## config.mk

```make
export PLATFORM = sky130hd
export DESIGN_NAME = sdi_rx
export DESIGN_NICKNAME = d
export VERILOG_FILES = /design/src/rtl/sdi_rx_pkg.sv /design/src/rtl/sdi_rx_uart.sv /design/src/rtl/sdi_rx.sv
export SDC_FILE = /design/constraint.sdc
export NUM_CORES = 1
export LEC_CHECK = 0
export CORE_MARGIN = 4
export CORE_UTILIZATION = 45
export DETAILED_ROUTE_END_ITERATION = 10
export PLACE_DENSITY = 0.74
export SLEW_MARGIN = 20
export SYNTH_ARGS = -nofsm -noshare
export SYNTH_HDL_FRONTEND = slang
export SYNTH_SLANG_ARGS = --single-unit
```

## constraint.sdc

```tcl
create_clock -name clk -period 1.95 [get_ports clk]
set_clock_uncertainty 0.05 [all_clocks]
set_input_delay 0.39 -clock clk [delete_from_list [all_inputs] [get_ports clk]]
set_output_delay 0.39 -clock clk [all_outputs]
set_load 0.03 [all_outputs]
```

## src/rtl/sdi_rx_pkg.sv

```systemverilog
// Shared types and defaults for the serial sample receiver.
package sdi_rx_pkg;

    localparam int OVERSAMPLE_DEF = 16;
    localparam int GAP_BITS_DEF   = 32;
    localparam int FRAME_BYTES    = 6;

    typedef enum logic [1:0] {
        RX_IDLE,
        RX_START,
        RX_DATA,
        RX_STOP
    } rx_state_t;

    typedef enum logic [2:0] {
        FR_CMSB,
        FR_CLSB,
        FR_IMSB,
        FR_ILSB,
        FR_QMSB,
        FR_QLSB
    } frame_state_t;

    function automatic frame_state_t next_frame_state(input frame_state_t s);
        case (s)
            FR_CMSB: return FR_CLSB;
            FR_CLSB: return FR_IMSB;
            FR_IMSB: return FR_ILSB;
            FR_ILSB: return FR_QMSB;
            FR_QMSB: return FR_QLSB;
            default: return FR_CMSB;
        endcase
    endfunction

endpackage

```

## src/rtl/sdi_rx_uart.sv

```systemverilog
// 8N1 oversampling byte receiver with synchronizer, tick generator and glitch reject.
module uart_rx
    import sdi_rx_pkg::*;
#(
    parameter int OVERSAMPLE = OVERSAMPLE_DEF
) (
    input  logic        clk,
    input  logic        reset,
    input  logic        enable,
    input  logic [15:0] baud_div,
    input  logic        sdi_in,
    output logic        tick,
    output logic        start_edge,
    output logic        rx_idle,
    output logic        byte_valid,
    output logic [7:0]  byte_data,
    output logic        framing_error
);

    localparam int OS_W = (OVERSAMPLE > 2) ? $clog2(OVERSAMPLE) : 1;
    localparam logic [OS_W-1:0] OS_HALF = OS_W'(OVERSAMPLE / 2 - 1);
    localparam logic [OS_W-1:0] OS_LAST = OS_W'(OVERSAMPLE - 1);

    logic            sync1, sync2, sync_d;
    logic [15:0]     tick_cnt;
    rx_state_t       state;
    logic [OS_W-1:0] os_cnt;
    logic [2:0]      bit_idx;
    logic [7:0]      shift;
    logic            break_wait;

    assign tick       = (tick_cnt == 16'd0);
    assign rx_idle    = (state == RX_IDLE);
    assign start_edge = enable && rx_idle && sync_d && !sync2;
    assign byte_data  = shift;

    // NOTE: every flop here uses <= so all registers see pre-edge values; blocking would chain the synchronizer into one stage.
    always_ff @(posedge clk or negedge reset) begin
        if (!reset) begin
            sync1  <= 1'b1;
            sync2  <= 1'b1;
            sync_d <= 1'b1;
        end else begin
            sync1  <= sdi_in;
            sync2  <= sync1;
            sync_d <= sync2;
        end
    end

    // Reloading on the start edge puts every later tick a whole number of periods after it.
    always_ff @(posedge clk or negedge reset) begin
        if (!reset)
            tick_cnt <= 16'd0;
        else if (start_edge || tick)
            tick_cnt <= baud_div;
        else
            tick_cnt <= tick_cnt - 16'd1;
    end

    always_ff @(posedge clk or negedge reset) begin
        if (!reset) begin
            state         <= RX_IDLE;
            os_cnt        <= '0;
            bit_idx       <= 3'd0;
            shift         <= 8'd0;
            break_wait    <= 1'b0;
            byte_valid    <= 1'b0;
            framing_error <= 1'b0;
        end else begin
            byte_valid    <= 1'b0;
            framing_error <= 1'b0;
            if (!enable) begin
                state      <= RX_IDLE;
                os_cnt     <= '0;
                bit_idx    <= 3'd0;
                break_wait <= 1'b0;
            end else begin
                case (state)
                    RX_IDLE: begin
                        if (start_edge) begin
                            state  <= RX_START;
                            os_cnt <= '0;
                        end
                    end
                    RX_START: begin
                        if (tick) begin
                            if (os_cnt == OS_HALF) begin
                                os_cnt  <= '0;
                                bit_idx <= 3'd0;
                                state   <= sync2 ? RX_IDLE : RX_DATA;
                            end else begin
                                os_cnt <= os_cnt + 1'b1;
                            end
                        end
                    end
                    RX_DATA: begin
                        if (tick) begin
                            if (os_cnt == OS_LAST) begin
                                os_cnt  <= '0;
                                shift   <= {sync2, shift[7:1]};
                                bit_idx <= bit_idx + 3'd1;
                                if (bit_idx == 3'd7)
                                    state <= RX_STOP;
                            end else begin
                                os_cnt <= os_cnt + 1'b1;
                            end
                        end
                    end
                    RX_STOP: begin
                        if (break_wait) begin
                            // A low stop bit means a break; rearm only once the line is idle again.
                            if (sync2) begin
                                break_wait <= 1'b0;
                                state      <= RX_IDLE;
                            end
                        end else if (tick) begin
                            if (os_cnt == OS_LAST) begin
                                os_cnt <= '0;
                                if (sync2) begin
                                    byte_valid <= 1'b1;
                                    state      <= RX_IDLE;
                                end else begin
                                    framing_error <= 1'b1;
                                    break_wait    <= 1'b1;
                                end
                            end else begin
                                os_cnt <= os_cnt + 1'b1;
                            end
                        end
                    end
                    default: state <= RX_IDLE;
                endcase
            end
        end
    end

endmodule

```

## src/rtl/sdi_rx.sv

```systemverilog
// Serial I/Q sample receiver: byte receiver, gap timer, six-byte frame assembler and error counter.
module sdi_rx
    import sdi_rx_pkg::*;
#(
    parameter int OVERSAMPLE = OVERSAMPLE_DEF,
    parameter int GAP_BITS   = GAP_BITS_DEF
) (
    input  logic        clk,
    input  logic        reset,
    input  logic        enable,
    input  logic [15:0] baudDiv,
    input  logic        sdiIn,
    output logic        sampleValid,
    output logic [15:0] iSym,
    output logic [15:0] qSym,
    output logic [15:0] sampleCount,
    output logic        seqError,
    output logic        framingError,
    output logic [7:0]  errorCount
);

    localparam int GAP_TICKS = GAP_BITS * OVERSAMPLE;
    localparam int GAP_W     = $clog2(GAP_TICKS + 1);
    localparam int BUF_W     = (FRAME_BYTES - 1) * 8;

    logic             tick, start_edge, rx_idle, byte_valid, rx_framing_error;
    logic [7:0]       byte_data;
    logic [GAP_W-1:0] gap_cnt;
    logic             gap_hit;
    frame_state_t     frame_state;
    logic [BUF_W-1:0] frame_buf;
    logic [15:0]      expected;
    logic [15:0]      rx_count;
    logic             sample_done, seq_mismatch;

    uart_rx #(.OVERSAMPLE(OVERSAMPLE)) u_uart_rx (
        .clk           (clk),
        .reset         (reset),
        .enable        (enable),
        .baud_div      (baudDiv),
        .sdi_in        (sdiIn),
        .tick          (tick),
        .start_edge    (start_edge),
        .rx_idle       (rx_idle),
        .byte_valid    (byte_valid),
        .byte_data     (byte_data),
        .framing_error (rx_framing_error)
    );

    assign framingError = rx_framing_error;
    assign gap_hit      = (gap_cnt == GAP_W'(GAP_TICKS));
    assign rx_count     = frame_buf[BUF_W-1 -: 16];
    assign sample_done  = enable && !gap_hit && !rx_framing_error
                          && byte_valid && (frame_state == FR_QLSB);
    assign seq_mismatch = sample_done && (rx_count != expected);

    // The timer saturates so a long idle line keeps the assembler parked at CMSB.
    always_ff @(posedge clk or negedge reset) begin
        if (!reset)
            gap_cnt <= '0;
        else if (!enable || start_edge)
            gap_cnt <= '0;
        else if (tick && rx_idle && !gap_hit)
            gap_cnt <= gap_cnt + 1'b1;
    end

    // NOTE: the byte buffer is an ordinary register, so it takes the async reset like everything else.
    always_ff @(posedge clk or negedge reset) begin
        if (!reset) begin
            frame_state <= FR_CMSB;
            frame_buf   <= '0;
            expected    <= 16'd0;
            sampleValid <= 1'b0;
            seqError    <= 1'b0;
            iSym        <= 16'd0;
            qSym        <= 16'd0;
            sampleCount <= 16'd0;
        end else begin
            sampleValid <= 1'b0;
            seqError    <= 1'b0;
            if (!enable || gap_hit) begin
                frame_state <= FR_CMSB;
                expected    <= 16'd0;
            end else if (rx_framing_error) begin
                frame_state <= FR_CMSB;
            end else if (byte_valid) begin
                frame_state <= next_frame_state(frame_state);
                if (sample_done) begin
                    sampleValid <= 1'b1;
                    seqError    <= seq_mismatch;
                    sampleCount <= rx_count;
                    iSym        <= frame_buf[23:8];
                    qSym        <= {frame_buf[7:0], byte_data};
                    expected    <= rx_count + 16'd1;
                end else begin
                    frame_buf <= {frame_buf[BUF_W-9:0], byte_data};
                end
            end
        end
    end

    // Simultaneous sequence and framing errors count as one event.
    always_ff @(posedge clk or negedge reset) begin
        if (!reset)
            errorCount <= 8'd0;
        else if ((seq_mismatch || rx_framing_error) && errorCount != 8'hFF)
            errorCount <= errorCount + 8'd1;
    end

endmodule

```

==> out/summary.txt, run 1 <==
Logic pwr share: 18.2%
#FFs+latches synth: 166
WL/cell: 16.59 um
Detailed Route WL: 18440 um
Initial core utilization: 46.62%
Start of the worst register-to-register path: u_uart_rx.tick_cnt[0]$_DFF_PN0_
Setup CP Type: flip-flop to flip-flop
Synth Flop Type: dfrtp_1
Hold Crit Depth: 0
FILL cells: 1226
Fin. max-slew vios: 0
Sw power: 2381 uW
Final hold violation count: 0
Multi-input logic area: 0.003566 mm^2
Worst reg2reg setup slack: -0.10 ns
Worst-Margin Slew: 0.4636 ns
Largest cells by area after synthesis: dfrtp_1 54%, nand2_1 9.0%, mux2_2 7.5%
PD cells: 873.9 mW/mm^2
Overall Power: 9119 uW
Chip height: 137.2 um
Lkg Pwr: 0.004915 uW
Overflow after GRT: 0
Rows: 46
Initial antenna violation count: 0
CTS tree: built
Root Driver: clkbuf_16
Final setup fails: 27
Clock buffer depth: 2
Commonest cells post-synth: 180 x nand2_1, 163 x dfrtp_1, 50 x mux2_2
Synth warn: 0
FFs w/ async S/R, synth: 100.0%
Ant diodes: 0
Dominant cell type by area after synthesis: dfrtp_1
DR vias/cell: 5.242
Vias: 5829
Clock tree sinks: 166
Clock slew at reported path FFs: 0.06 ns
Clock power share: 38.7%
Post-DP HPWL: 11110 um
Switch share: 26.11%
Count of input and output buffers: 78
Unrepaired setup endpoints after global routing: true
Top-area cell type share of the netlist area: 54.29%
H-tree Lvls: 4
Critical Path RT: 2.20 ns
Final Net Count: 912
Aggregate global-route resource usage: 18.55%
Sequential-to-total area share from yosys stat: 55.34%
Minimum clock period after layout: 2.051 ns
Crit start category: flip-flop
FF+latch area: 0.004159 mm^2
Synth cell types: 59
Core area: 0.01612 mm^2
Syn Std Cell Area: 0.007513 mm^2
Hold_sp: u_uart_rx.sync1$_DFF_PN1_
Setup slack after layout: -0.1014 ns
WP data arrival: 2.30 ns
Crit end category: flip-flop
Setup TNS: -1.147 ns
Worst Reg-to-Reg Cells: 8
Post-synth EDFFs: 0
DRC: 0
Violated checks: setup timing
Max-cap viol count: 0
Status: complete, but fails checks
Worst r2r dst: u_uart_rx.bit_idx[0]$_DFFE_PN0P_
Share of cells above drive strength 1: 27.46%
First-pass GRT wire length: 27730 um
Full die area: 0.01883 mm^2
Post-route clock period utilization: 105.2%
Seq pwr share: 43.0%
Number of global-route vias before repair: 5701
CTS buffer count: 17
Pint: 6738 uW
Pin count of the biggest net entering global routing: 48
Instance count of the mapped netlist: 725
Chip width: 137.2 um
VDD IR max: 685.9 uV
Hold EP: u_uart_rx.sync2$_DFF_PN1_
Worst-Skew Late Latency: 0.42 ns
CP max FO: 5
Post-route ant nets: 0
Syn nets: 754
DRT Pass-1 Iters: 4
Worst rel slew slack: 69.10%
Fmax: 487.5 MHz
GP Congestion: 0.8637
Hold crit path type: flip-flop to flip-flop
DR iter-0 viols: 368
I/O pins: 79
Layout Area Growth over Synthesis: 38.88%
Count leader, synth: nand2_1
Pre-CTS WS: -0.2089 ns
Syn avg cell area: 10.36 um^2
==> power by group through the flow <==
stage	registers [uW]	logic (uW)	clock network [uW]
floorplan	3920	701	0
global placement	3930	1240	0
detailed placement	3940	1270	0
CTS	3910	1420	3580
global route	3960	1800	3740
finish	3920	1660	3530
==> state kept, by name, summed over array words and instances, names as in the netlist, 2 cells and up <==
name and count:
qSym 16, u_uart_rx.bit_idx 3, u_uart_rx.byte_data 8, errorCount 8, u_uart_rx.tick_cnt 16, frame_state 3
u_uart_rx.os_cnt 4, u_uart_rx.state 2, sampleCount 16, frame_buf 40, iSym 16, expected 16
gap_cnt 10
==> per-layer routing <==
layer	track usage (%)	vias to the layer above	wire, um
met5	0	-	0
met4	6.874	0	379
met3	3.725	32	803
met2	30.14	143	9190
met1	24.74	2881	8070
li1	-	2773	-
==> worst max-delay path, cell delays in order, from the launching register on <==
cell and delay, ns:
dfrtp_1 0.39, inv_2 0.09, ha_4 0.13, nor4b_4 0.28, and4_4 0.31, nand2_2 0.06
a21boi_2 0.17, buf_6 0.15, mux2_4 0.29
==> stage by stage <==
stage          hold slack, ns  instances  instance area (um^2)  utilization [%]
3_3_place_gp           0.2965       1053                  9046            56.13
5_1_grt                0.3093       1112                 10440            64.75
2_1_floorplan         0.04441        725                  7523                -
3_5_place_dp           0.2972       1053                  9046            56.13
6_report               0.3058       1112                 10440            64.75
4_1_cts                0.3059       1094                  9854            61.15
==> logic make-up (layout without fill, tap and decap cells) <==
group,after synthesis,count (layout),synth area share (%)
AO/OA/AOI/OAI,67,67,5.995
XOR/XNOR,58,58,6.761
adder cells (fa/ha/maj),9,9,1.499
buffers and inverters,52,223,2.898
flip-flops,166,166,55.34
multiplexers,54,54,8.027
AND/OR/NAND/NOR,319,319,19.48
==> cell usage in the layout (no fill, tap or decap), drive strengths merged, types with 22 or more instances in the layout <==
cell	instances
nand2	180
dfrtp	163
buf	95
clkdlybuf4s50	61
mux2	50
nor2	45
xnor2	40
o21ai	29
clkbuf	28
nand3	22
==> worst max-delay path by stage <==
stage                                    startpoint                                to  slack, ns  cells after the start
detailed placement                           enable    u_uart_rx.state[0]$_DFFE_PN0P_      -0.21                      7
global route        u_uart_rx.tick_cnt[0]$_DFF_PN0_   u_uart_rx.os_cnt[3]$_DFFE_PN0P_      -0.18                      8
floorplan           u_uart_rx.tick_cnt[0]$_DFF_PN0_   u_uart_rx.os_cnt[3]$_DFFE_PN0P_      -0.07                      8
CTS                 u_uart_rx.tick_cnt[0]$_DFF_PN0_  u_uart_rx.bit_idx[0]$_DFFE_PN0P_      -0.02                      8
finish              u_uart_rx.tick_cnt[0]$_DFF_PN0_  u_uart_rx.bit_idx[0]$_DFFE_PN0P_      -0.10                      8
global placement                             enable    u_uart_rx.state[0]$_DFFE_PN0P_      -0.15                      7
==> cell type report <==
cell class,count,share of cell area [%]
Clock buffer,24,4.520
Clock inverter,8,1.403
Inverter,14,0.5276
Multi-Input combinational cell,507,34.17
Sequential cell,166,39.86
Tap cell,216,2.590
Timing Repair Buffer,177,16.93
==> what timing repair did <==
action                                  CTS  global route
cloned                                    0            10
resized for setup                        37            94
endpoints found under the setup margin   47           109
buffers inserted                          8             9
hold endpoints to repair                 41             0
pin swaps                                 7            23
hold buffers                              1             0
Note: power is estimated with default switching activity, not from simulation.
==> run 2, diff against run 1 <==
ABC_AREA = 1   (was unset)
CELL_PAD_IN_SITES_DETAIL_PLACEMENT = 0   (was unset)
CELL_PAD_IN_SITES_GLOBAL_PLACEMENT = 1   (was unset)
CORE_UTILIZATION = 39   (was 45)
PLACE_DENSITY = 0.82   (was 0.74)
SLEW_MARGIN = unset   (was 20)
==> run 2 against run 1 <==
  * The run now ends clean
  * Count of clock-buffer cells in the layout shrank 5
  * Combinational power shrank 37%
  * Wire length shrank 5.2%
  * Largest cell class unchanged
==> out/summary.txt, run 2 <==
Crit end category: output pin
DRC: 0 (unchanged)
Post-route ant nets: 0 (unchanged)
Unrepaired setup endpoints after global routing: true
FFs w/ async S/R, synth: 100.0% (unchanged)
Crit path max-delay family: buffers and inverters
Chip width: 149.7 um (+9.1%)
Setup TNS: 0 ns (+1.147 ns)
Seq pwr share: 46.0% (+3.0 points)
Layout Area Growth over Synthesis: 25.93%
CP max FO: 2 (-3)
Initial antenna violation count: 0 (unchanged)
Overflow after GRT: 0 (unchanged)
Commonest cells post-synth: 269 x nand2_1, 163 x dfrtp_1, 110 x inv_1
Fmax: 526.8 MHz (+8.1%)
CP Launch Point: iSym[8]$_DFFE_PN0P_
Critical Path RT: 1.51 ns (-0.69 ns)
Clock tree sinks: 166 (unchanged)
Detailed Route WL: 17480 um (-5.2%)
Worst-Skew Late Latency: 0.43 ns (about the same)
WP data arrival: 1.46 ns (-0.84 ns)
Full die area: 0.02241 mm^2 (+19%)
Crit-path slowest cell: clkdlybuf4s50_1
Count leader, synth: nand2_1
Commonest non-fill, non-tap cells in the layout: 267 x nand2_1, 162 x dfrtp_1, 107 x inv_1
Fin. max-slew vios: 0 (unchanged)
Clock buffer depth: 2 (unchanged)
Core area: 0.01959 mm^2 (+22%)
CP bufs+invs: 1 (-1)
Synth Flop Type: dfrtp_1
Sequential-to-total area share from yosys stat: 53.09% (-2.2 points)
Setup slack after layout: 0.05166 ns (+0.1530 ns)
DR vias/cell: 4.725 (-9.9%)
Hold crit path type: flip-flop to flip-flop
PD cells: 845.8 mW/mm^2 (-3.2%)
Most flops, register: frame_buf
Chip height: 149.7 um (+9.1%)
Post-Layout Cell Count: 1325 (+19%)
Logic pwr share: 12.5% (-5.7 points)
Syn avg cell area: 8.385 um^2 (-19%)
Clock power share: 41.4% (+2.7 points)
Overall Power: 8341 uW (-8.5%)
Worst-Margin Slew: 0.4740 ns (+0.01046 ns)
Post-route clock period utilization: 97.35% (-7.8 points)
Minimum clock period after layout: 1.898 ns (-0.1530 ns)
Number of flip-flops in the largest register: 40 (unchanged)
Setup CP Type: flip-flop to output pin
Commonest non-fill, non-tap cell in the layout: nand2_1
Cells along the critical path: clkdlybuf4s50_1
Largest cells by area after synthesis: dfrtp_1 52%, nand2_1 13%, inv_1 5.3%
Vias: 6260 (+7.4%)
Initial core utilization: 39.98% (-6.6 points)
Rows: 51 (+11%)
FILL cells: 1878 (+53%)
Root Driver: clkbuf_16
Pre-CTS WS: -0.07565 ns (+0.1333 ns)
Max-cap viol count: 0 (unchanged)
Post-synth EDFFs: 0 (unchanged)
CTS tree: built
Start of the worst register-to-register path: gap_cnt[1]$_DFFE_PN0P_
Crit-path max cell delay: 0.67 ns (+0.28 ns)
Syn nets: 963 (+28%)
Final hold violation count: 0 (unchanged)
Switch share: 27.81% (+1.7 points)
GP Congestion: 0.8341 (-3.4%)
DR iter-0 viols: 288 (-22%)
DRT Pass-1 Iters: 5 (+1)
Aggregate global-route resource usage: 16.12% (-2.4 points)
Count of input and output buffers: 78 (unchanged)
Synth cell types: 40 (-32%)
Crit start category: flip-flop
VDD IR max: 613.4 uV (-11%)
Lkg Pwr: 0.004860 uW (-1.1%)
Util after Layout: 50.34% (-14 points)
Share of cells above drive strength 1: 10.85% (-17 points)
Status: finished, final reports clean
Top-area cell type share of the netlist area: 52.08% (-2.2 points)
Worst rel slew slack: 68.40% (-0.70 points)
Hold_sp: u_uart_rx.sync1$_DFF_PN1_
Dominant cell type by area after synthesis: dfrtp_1
Ant diodes: 0 (unchanged)
Synth warn: 0 (unchanged)
Final setup fails: 0 (-100%)
H-tree Lvls: 4 (unchanged)
Final Net Count: 1076 (+18%)
Number of global-route vias before repair: 5854 (+2.7%)
WL/cell: 13.19 um (-20%)
First-pass GRT wire length: 29270 um (+5.5%)
Instance count of the mapped netlist: 934 (+29%)
Inst Count DP: 1288 (+22%)
Clock slew at reported path FFs: 0.07 ns (about the same)
#FFs+latches synth: 166 (unchanged)
Post-DP HPWL: 12420 um (+12%)
CTS buffer count: 17 (unchanged)
Sw power: 2319 uW (-2.6%)
Pint: 6021 uW (-11%)
Syn Std Cell Area: 0.007831 mm^2 (+4.2%)
I/O pins: 79 (unchanged)
Pin count of the biggest net entering global routing: 65 (+35%)
-- run 2: per-stage QoR --
| stage | area, um^2 | hold WS [ns] |
|---|---|---|
| 3_3_place_gp | 9171 | 0.2955 |
| 4_1_cts | 9764 | 0.2918 |
| 3_5_place_dp | 9171 | 0.2984 |
| 2_1_floorplan | 7831 | 0.04441 |
| 5_1_grt | 9862 | 0.2981 |
| 6_report | 9862 | 0.3071 |
-- run 2: area by class of cell --
class                   instances  area (um^2)  area share (%)
flip-flops and latches        166         4159           42.17
multi-input cells             625         3075           31.18
clock inverters                13        156.4           1.586
repair buffers                121         1251           12.69
inverters                     115        437.9           4.440
repair inverters                1        7.507         0.07612
well taps                     265        331.6           3.362
clock buffers                  19        442.9           4.491
-- run 2: path summary, 6_finish.rpt --
check                                             endpoint  slack, ns  cells after the start
setup / recovery                                   iSym[8]       0.05                      1
hold / removal                   u_uart_rx.sync2$_DFF_PN1_       0.31                      0
setup reg to reg                  expected[10]$_DFFE_PN0P_       0.15                     10
hold reg to reg                  u_uart_rx.sync2$_DFF_PN1_       0.31                      0
max in group asynchronous  u_uart_rx.tick_cnt[0]$_DFF_PN0_       0.82                      3
min in group asynchronous       sampleCount[9]$_DFFE_PN0P_       0.41                      2
-- run 2: layer usage --
layer	GRT usage, %	part of all wire, %	vias up
met4	4.529	1.1	0
met3	3.452	3.1	16
met5	0	0	-
li1	-	-	3250
met2	25.32	47	85
met1	22.68	49	2909
-- run 2: power by group through the flow --
stage | Clock [uW] | Sequential, uW | Combinational, uW
final | 3460 | 3840 | 1050
after global routing | 3680 | 3870 | 1200
after CTS | 3530 | 3830 | 1050
after detailed placement | 0 | 3890 | 1050
after global placement | 0 | 3900 | 1030
after floorplan | 0 | 3860 | 721
-- run 2: cells by family (layout without fill, tap and decap cells) --
family / count (synthesis) / after routing / share of synthesized area (%)
AOI/OAI and AO/OA: 161 / 161 / 10.91
and+or+nand+nor: 429 / 429 / 23.89
DFF: 166 / 166 / 53.09
adders and majority gates: 9 / 9 / 1.438
xor gates and xnor gates: 26 / 26 / 2.908
buffers and inverters: 143 / 269 / 7.765
-- run 2: repair_timing --
action                                  CTS  global route
endpoints found under the setup margin   13            94
pin swaps                                 0             0
buffers inserted                          0             3
cloned                                    0             1
hold buffers                              1             0
resized for setup                        13            29
hold endpoints to repair                 38             0
==> run 3, diff against run 2 <==
CELL_PAD_IN_SITES_DETAIL_PLACEMENT = unset   (was 0)
CELL_PAD_IN_SITES_GLOBAL_PLACEMENT = unset   (was 1)
CORE_UTILIZATION = 45   (was 39)
PLACE_DENSITY = 0.74   (was 0.82)
SKIP_LAST_GASP = 1   (was unset)
==> run 3 against run 2 <==
  * Non-clock buffer count shrank 17
  * Worst setup slack got worse by 0.022 ns
  * Maximum frequency down 1.2%
  * Global-route usage is 2.0 points higher
  * Sequential cell count did not move
  * Critical path depth is the same
  * Wire length decreased by 1.6%
  * Combinational power fell by 5%
  * Clock power shrank 9.0%
  * Via count increased by 1.6%
  * Count of clock-buffer cells in the layout grew 2
  * Hold slack better by 0.00073 ns
  * Critical path type unchanged
  * Critical endpoint is now iSym[10]
==> out/summary.txt, run 3 (same netlist as run 2, synthesis figures left out) <==
Crit-path slowest cell: clkdlybuf4s50_1
Number of setup buffers added after CTS: 0 (unchanged)
Number of global-route vias before repair: 6044 (+3.2%)
Clock slew at reported path FFs: 0.07 ns (about the same)
GP Congestion: 0.8862 (+6.2%)
Switch share: 28.07% (+0.26 points)
Crit start category: flip-flop
Fin. max-slew vios: 0 (unchanged)
Fmax: 520.7 MHz (-1.2%)
CTS buffer count: 17 (unchanged)
Inst Count DP: 1228 (-4.7%)
Full die area: 0.01958 mm^2 (-13%)
Most flops, register: frame_buf
Clock tree sinks: 166 (unchanged)
Initial core utilization: 46.56% (+6.6 points)
DR vias/cell: 5.039 (+6.7%)
Commonest non-fill, non-tap cell in the layout: nand2_1
Overflow after GRT: 0 (unchanged)
CP max FO: 2 (unchanged)
Pin count of the biggest net entering global routing: 65 (unchanged)
Ant diodes: 0 (unchanged)
Util after Layout: 56.81% (+6.5 points)
Chip width: 139.9 um (-6.5%)
Crit-path max cell delay: 0.68 ns (about the same)
First-pass GRT wire length: 29340 um (+0.24%)
Final hold violation count: 0 (unchanged)
DRT Pass-1 Iters: 4 (-1)
Core area: 0.01682 mm^2 (-14%)
Layout Area Growth over Synthesis: 22.02%
Root Driver: clkbuf_16
Crit end category: output pin
WL/cell: 13.63 um (+3.3%)
Setup CP Type: flip-flop to output pin
Worst-Skew Late Latency: 0.43 ns (about the same)
Clock power share: 39.4% (-2.0 points)
Seq pwr share: 48.1% (+2.1 points)
Detailed Route WL: 17200 um (-1.6%)
I/O pins: 79 (unchanged)
Critical Path RT: 1.51 ns (about the same)
Final Net Count: 1058 (-1.7%)
Count of input and output buffers: 78 (unchanged)
Initial antenna violation count: 0 (unchanged)
Post-route ant nets: 0 (unchanged)
Vias: 6359 (+1.6%)
Clock buffer depth: 2 (unchanged)
Max-cap viol count: 0 (unchanged)
CTS tree: built
Post-DP HPWL: 12090 um (-2.6%)
Commonest non-fill, non-tap cells in the layout: 268 x nand2_1, 161 x dfrtp_1, 110 x inv_1
Unrepaired setup endpoints after global routing: true
Share of cells above drive strength 1: 8.925% (-1.9 points)
Sw power: 2242 uW (-3.3%)
Hold crit path type: flip-flop to flip-flop
Rows: 47 (-7.8%)
Logic pwr share: 12.5% (about the same)
Pint: 5745 uW (-4.6%)
Crit path max-delay family: buffers and inverters
Aggregate global-route resource usage: 18.16% (+2.0 points)
Post-Layout Cell Count: 1262 (-4.8%)
H-tree Lvls: 4 (unchanged)
Final setup fails: 0 (unchanged)
PD cells: 835.8 mW/mm^2 (-1.2%)
VDD IR max: 668.4 uV (+9.0%)
Cells along the critical path: clkdlybuf4s50_1
Chip height: 139.9 um (-6.5%)
CP bufs+invs: 1 (unchanged)
DR iter-0 viols: 400 (+39%)
Status: finished, final reports clean
Number of flip-flops in the largest register: 40 (unchanged)
WP data arrival: 1.48 ns (+0.02 ns)
Worst-Margin Slew: 0.4800 ns (+0.006020 ns)
Lkg Pwr: 0.004585 uW (-5.7%)
Post-route clock period utilization: 98.50% (+1.1 points)
Minimum clock period after layout: 1.921 ns (+0.02232 ns)
Worst rel slew slack: 68.00% (-0.40 points)
DRC: 0 (unchanged)
==> run 3: cell count changes in the layout (fill, tap and decap cells not counted), sizes merged <==
cell,change
clkdlybuf4s50,+7
clkbuf,+3
dlymetal6s2s,-10
bufinv,-2
clkinvlp,-1
dlygate4sd2,+3
clkinv,-1
buf,-18
inv,+1
==> run 3: final timing paths <==
kind,startpoint,end,slack (ns),cells after the start
max in group asynchronous,reset,u_uart_rx.sync_d$_DFF_PN1_,0.76,3
worst max-delay path,iSym[10]$_DFFE_PN0P_,iSym[10],0.03,1
worst min-delay path,u_uart_rx.sync1$_DFF_PN1_,u_uart_rx.sync2$_DFF_PN1_,0.31,0
worst max register to register,gap_cnt[1]$_DFFE_PN0P_,iSym[15]$_DFFE_PN0P_,0.10,11
worst min register to register,u_uart_rx.sync1$_DFF_PN1_,u_uart_rx.sync2$_DFF_PN1_,0.31,0
min in group asynchronous,reset,expected[12]$_DFFE_PN0P_,0.42,2
==> run 3: area by class of cell <==
type,instances,area (um^2)
Tap cell,220,275.3
Clock buffer,21,460.4
Inverter,115,434.2
Clock inverter,11,88.84
Multi-Input combinational cell,625,3078
Fill cell,1475,7263
Timing Repair Buffer,104,1059
Sequential cell,166,4160
==> run 3: per-layer routing <==
| layer | routed length [um] | track usage [%] |
|---|---|---|
| met1 | 8007 | 24.59 |
| met2 | 8334 | 29.96 |
| met5 | 0 | 0 |
| met4 | 293 | 5.711 |
| met3 | 565 | 3.272 |
==> run 3: power groups by stage <==
stage | clock, uW | combinational (uW) | sequential (uW)
5_1_grt | 3380 | 1130 | 3870
3_3_place_gp | 0 | 971 | 3900
2_1_floorplan | 0 | 721 | 3860
3_5_place_dp | 0 | 1000 | 3900
6_report | 3150 | 997 | 3840
4_1_cts | 3230 | 1000 | 3840
==> run 3: per-stage QoR <==
stage	power (uW)	setup slack [ns]	hold slack [ns]	instance area (um^2)	TNS, ns
after global routing	8384	-0.06454	0.3013	9555	-1.785
after detailed placement	4896	-0.009760	0.2978	8952	-0.01983
after global placement	4869	0.04832	0.2961	8952	0
after CTS	8064	0.0006191	0.3039	9492	0
after floorplan	4577	0.2494	0.04441	7831	0
final	7987	0.02934	0.3078	9555	0
==> run 3: timing repair <==
action | 4_1_cts | 5_1_grt
pin swaps | 0 | 1
gates resized for setup | 16 | 21
endpoints found under the setup margin | 16 | 91
cloned | 0 | 1
hold buffers | 1 | 0
hold endpoints to repair | 40 | 0
